<file path="src/rtl/spi_master_param.sv">
// spi_master_param: parametrised SPI master (cfg in: CPOL/CPHA/lsb_first/clk_div/ss_sel/tx_data; handshake: start/busy/done/err/rx_data; SPI: sclk/mosi/miso/ss_n)
module spi_master_param #(
  parameter int DATA_W = 8,
  parameter int NUM_SS = 3,
  parameter int DIV_W = 8,
  parameter int SEL_W = 2
) (
  input  logic              clk,
  input  logic              reset,
  input  logic              CPOL,
  input  logic              CPHA,
  input  logic              lsb_first,
  input  logic [DIV_W-1:0]  clk_div,
  input  logic [SEL_W-1:0]  ss_sel,
  input  logic              start,
  input  logic [DATA_W-1:0] tx_data,
  output logic [DATA_W-1:0] rx_data,
  output logic              busy,
  output logic              done,
  output logic              err,
  output logic              sclk,
  output logic              mosi,
  input  logic              miso,
  output logic [NUM_SS-1:0] ss_n
);
  typedef enum logic [1:0] {IDLE, SETUP, XFER, FINISH} state_t;
  localparam int EW = $clog2(2 * DATA_W);
  state_t state;
  logic cpol_l, cpha_l, lsb_l;
  logic [DIV_W-1:0] div_l;
  logic [DIV_W:0] cnt;
  logic [EW-1:0] edge_cnt;
  logic [DATA_W-1:0] tx_sr, rx_sr, tx_next, rx_next;
  logic tick, lead, last, bad_sel;
  assign tick = cnt == {1'b0, div_l} + (DIV_W+1)'(1);
  assign lead = ~edge_cnt[0];
  assign last = edge_cnt == EW'(2 * DATA_W - 1);
  assign tx_next = lsb_l ? tx_sr >> 1 : tx_sr << 1;
  assign rx_next = lsb_l ? {miso, rx_sr[DATA_W-1:1]} : {rx_sr[DATA_W-2:0], miso};
  assign bad_sel = int'(ss_sel) >= NUM_SS;
  always_ff @(posedge clk or posedge reset) begin
    if (reset) begin
      state <= IDLE;
      cpol_l <= 1'b0;
      cpha_l <= 1'b0;
      lsb_l <= 1'b0;
      div_l <= '0;
      cnt <= '0;
      edge_cnt <= '0;
      tx_sr <= '0;
      rx_sr <= '0;
      rx_data <= '0;
      busy <= 1'b0;
      done <= 1'b0;
      err <= 1'b0;
      sclk <= 1'b0;
      mosi <= 1'b0;
      ss_n <= '1;
    end else begin
      done <= 1'b0;
      err <= 1'b0;
      if (state != IDLE) cnt <= tick ? (DIV_W+1)'(1) : cnt + (DIV_W+1)'(1);
      case (state)
        IDLE: begin
          sclk <= cpol_l;
          if (start && bad_sel) err <= 1'b1;
          else if (start) begin
            cpol_l <= CPOL;
            cpha_l <= CPHA;
            lsb_l <= lsb_first;
            div_l <= clk_div;
            sclk <= CPOL;
            tx_sr <= tx_data;
            cnt <= (DIV_W+1)'(1);
            edge_cnt <= '0;
            busy <= 1'b1;
            ss_n <= ~(NUM_SS'(1) << ss_sel);
            state <= SETUP;
            if (!CPHA) mosi <= lsb_first ? tx_data[0] : tx_data[DATA_W-1];
          end
        end
        SETUP, XFER: begin
          if (tick) begin
            sclk <= ~sclk;
            edge_cnt <= edge_cnt + EW'(1);
            state <= last ? FINISH : XFER;
            // sample when (leading, CPHA=0) or (trailing, CPHA=1); otherwise this is a drive edge
            if (lead ^ cpha_l) rx_sr <= rx_next;
            else if (cpha_l || !last) begin
              mosi <= cpha_l ? (lsb_l ? tx_sr[0] : tx_sr[DATA_W-1]) : (lsb_l ? tx_next[0] : tx_next[DATA_W-1]);
              tx_sr <= tx_next;
            end
          end
        end
        FINISH: begin
          if (tick) begin
            state <= IDLE;
            busy <= 1'b0;
            done <= 1'b1;
            ss_n <= '1;
            rx_data <= rx_sr;
          end
        end
        default: state <= IDLE;
      endcase
    end
  end
endmodule

</file>
<file path="config.mk">
export PLATFORM = sky130hd
export DESIGN_NAME = spi_master_param
export DESIGN_NICKNAME = d
export VERILOG_FILES = /design/src/rtl/spi_master_param.sv
export SDC_FILE = /design/constraint.sdc
export NUM_CORES = 1
export LEC_CHECK = 0
export ABC_AREA = 1
export CAP_MARGIN = 40
export CORE_MARGIN = 5
export CORE_UTILIZATION = 36
export DETAILED_ROUTE_END_ITERATION = 16
export GPL_TIMING_DRIVEN = 1
export HOLD_SLACK_MARGIN = 0.03
export SYNTH_ARGS = -nofsm -noshare
export SYNTH_HDL_FRONTEND = slang
export SYNTH_SLANG_ARGS = --single-unit
</file>
<file path="constraint.sdc">
create_clock -name clk -period 2.3 [get_ports clk]
set_input_delay 0.69 -clock clk [delete_from_list [all_inputs] [get_ports clk]]
set_output_delay 0.69 -clock clk [all_outputs]
set_load 0.005 [all_outputs]
</file>
==> reports/metrics.yaml <==
setup_path:
  crit_path_end_kind: "flop"
  path_cells: "ha_1 -> inv_1 -> nand2_1 -> nand2_1 -> nand2_1 -> nor2_1 -> nand2_1 -> nor2_2 -> nand3_2 -> or2_1 -> buf_12 -> nand2_1 -> o21ai_2"
  crit_path_start_kind: "flop"
  crit_fanout: 16
  cp_slowest_cell: "dfrtp_1"
  critPathKind: "flop to flop"
  critPathMostFrequentCell: "nand2_1"
  cpLargestDelayFamily: "simple AND/OR/NAND/NOR gates"
  path_buf_inv: 2
  worstPathArrival_ns: 2.30
  cp.required_ns: 2.52
  cp_slowest_stage_delay_ns: 0.42
timing:
  fin_skew_ns: 0.00989
  grt_setup_unrepaired: "yes"
  setup_viol: 0
  slew_headroom: 0.769
  hold_viol_final: 0
  min_period_ns: 2.08
  period_share: 0.903
  finalMaxSlewViolations: 0
  setup_tns_ns: 0
  fmax_mhz: 482
  tightest_slew_ns: 0.343
detailed_routing:
  drt-total-wl_um: 7240
  drc: 0
  via_per_inst: 4.80
  wire_per_inst_um: 12.4
  vias: 2803
  dr.pass1.iters: 4
  drt-initial-drc-count: 100
  ant_nets: 0
synthesis:
  synth_area_leader_cell: "dfrtp_1"
  ys_ff_latch: 58
  seq_area_frac_synth: 0.462
  netlist.area_leader.share: 0.437
  synth_cell_type_count: 32
  syn_inst: 418
  yosys-top-cells-area: "dfrtp_1 44%, nand2_1 17%, o21ai_0 7.8%"
  syn-cell-area_mm2: 0.00315
  yosysWarnings: 0
  synth_area_per_cell_um2: 7.54
  syn_nets: 448
placed_design:
  placed_area_mm2: 0.00374
  port_buffers: 40
  dp_hpwl_um: 5320
  placed_cells_incl_taps: 567
  place_congestion: 0.811
finish:
  seqCellArea_mm2: 0.00146
  multiInputGateArea_mm2: 0.00147
  antenna_cells: 0
  post_route_cells_drive_above_1_share: 0.118
  fill_cells: 872
  final_cell_count_no_fill: 584
  syn_to_final_growth_pct: 25.0
  finalNetCount: 501
  final_area_mm2: 0.00394
floorplan:
  ios: 41
  die_area_mm2: 0.0107
  core-area_mm2: 0.00864
  die_x_um: 104
  rows: 34
  fp.dieH_um: 104
  start_util: 0.365
power:
  cellPowerDensity_mw_per_mm2: 1290
  switching_power_w: 0.00229
  combPwrFrac: 0.498
  clockPowerShare: 0.168
  p_sw_frac: 0.451
  peakVddDrop_v: 0.000502
  seq_power_share: 0.334
  leakagePower_nw: 1.89
  p_int_w: 0.00279
clock_tree:
  clock_latency_ns: 0.34
  hold_buffers: 0
  htree_levels: 3
  path_clk_slew_ns: 0.07
  clock-root-buffer: "clkbuf_8"
  cts_tree: "done"
  cts_made_buffers: 9
  cts_sinks: 58
  clk_path_buf_depth: 2
hold_path:
  hold_class: "flop to flop"
global_routing:
  grt_max_degree: 59
  globalRouteOverflowTotal: 0
  grt_usage: 0.141
  grt_pass1_wl_um: 12600
  grt_pass1_vias: 2683
  antenna_found_initial: 0
outcome:
  status: "complete, no violations"
run:
  drv_cap: 0
[cell type report]
type,count,share of cell area
sequential,58,0.369
clock buffer,9,0.0314
inverter,49,0.0467
timing repair buffer,53,0.133
tap,108,0.0343
clock inverter,7,0.0137
multi-input combinational,300,0.372
[per-stage QoR]
stage | hold WS, ns | total power [W] | worst slack, ns | utilization
3_3_place_gp | 0.457 | 0.00413 | 0.0635 | 0.433
4_1_cts | 0.468 | 0.00506 | 0.101 | 0.454
6_report | 0.465 | 0.00507 | 0.224 | 0.456
5_1_grt | 0.479 | 0.00557 | -0.0132 | 0.456
2_1_floorplan | 0.448 | 0.00338 | 0.187 | -
3_5_place_dp | 0.456 | 0.00418 | -0.0196 | 0.433
[synthesized netlist by cell type]
library cell / instances
a21oi_1: 7
a22oi_1: 2
a31oi_1: 1
buf_2: 1
buf_6: 1
buf_8: 1
clkbuf_1: 8
clkinv_1: 2
dfrtp_1: 55
dfstp_2: 3
ha_1: 5
inv_1: 47
mux2i_1: 3
nand2_1: 140
nand2_2: 3
nand3_1: 12
nand3_2: 1
nand4_1: 13
nor2_1: 30
nor2_2: 4
nor2_4: 1
nor3_1: 4
nor3b_1: 3
nor4_1: 1
o21ai_0: 49
o21ai_1: 1
o21ai_2: 8
o21bai_1: 2
o31ai_1: 1
or2_1: 2
or2_2: 3
xor2_1: 4
[worst min-delay path, delay by kind of cell (launching register included)]
kind	cells	cell delay, ns
AO/OA/AOI/OAI	1	0.05
buffers and inverters	1	0.04
flip-flops	1	0.37
[state kept, by name (all words and copies together) (netlist names)]
| signal | flops |
|---|---|
| edge_cnt | 4 |
| div_l | 8 |
| state | 2 |
| lsb_l | 1 |
| tx_sr | 8 |
| rx_data | 8 |
| mosi | 1 |
| ss_n | 3 |
| sclk | 1 |
| cpha_l | 1 |
| cpol_l | 1 |
| busy | 1 |
| rx_sr | 8 |
| done | 1 |
| err | 1 |
| cnt | 9 |
[repair_timing]
action                     CTS  global route
buffers inserted             0             1
setup endpoints to repair    0            27
gates resized for setup      0             4
[layer usage]
metal	vias to the layer above	global-route usage	part of all wire
li1	1446	-	-
met1	1299	0.197	0.49
met2	54	0.214	0.46
met3	4	0.0261	0.037
met4	0	0.0572	0.0087
met5	-	0	0
[cells by family (layout without fill, tap and decap cells)]
group,count (synthesis),count (layout),share of synthesized area
flip-flops,58,58,0.462
AO/OA/AOI/OAI,71,71,0.127
multiplexers,3,3,0.00953
adder cells (fa/ha/maj),5,5,0.0198
XOR/XNOR,4,4,0.0111
buffers and inverters,60,118,0.0778
AND/OR/NAND/NOR,217,217,0.293
[cell usage in the layout (no fill, tap or decap), types with 5 or more instances in the layout]
master	n
a21oi_1	7
nor2_1	29
inv_1	46
buf_4	11
o21ai_0	49
nand3_1	12
nand4_1	13
ha_1	5
nand2_1	139
o21ai_2	9
clkdlybuf4s50_1	40
dfrtp_1	55
clkbuf_8	9
[power by group through the flow]
stage | Sequential (W) | Combinational [W] | Clock, W
3_3_place_gp | 0.00170 | 0.00242 | 0
4_1_cts | 0.00170 | 0.00248 | 0.000879
3_5_place_dp | 0.00171 | 0.00247 | 0
6_report | 0.00169 | 0.00253 | 0.000853
2_1_floorplan | 0.00164 | 0.00174 | 0
5_1_grt | 0.00175 | 0.00290 | 0.000927
[path summary, 6_finish.rpt]
path / cells past startpoint / slack [ns] / startpoint / end
min reg2reg: 2 / 0.46 / ss_n[0] / ss_n[0]
max reg2reg: 13 / 0.22 / div_l[0] / rx_sr[6]
max in group asynchronous: 3 / 1.27 / reset / ss_n[0]
min: 2 / 0.46 / ss_n[0] / ss_n[0]
max: 13 / 0.22 / div_l[0] / rx_sr[6]
min in group asynchronous: 3 / 0.72 / reset / cnt[5]
Power figures use the tool's default switching activity.
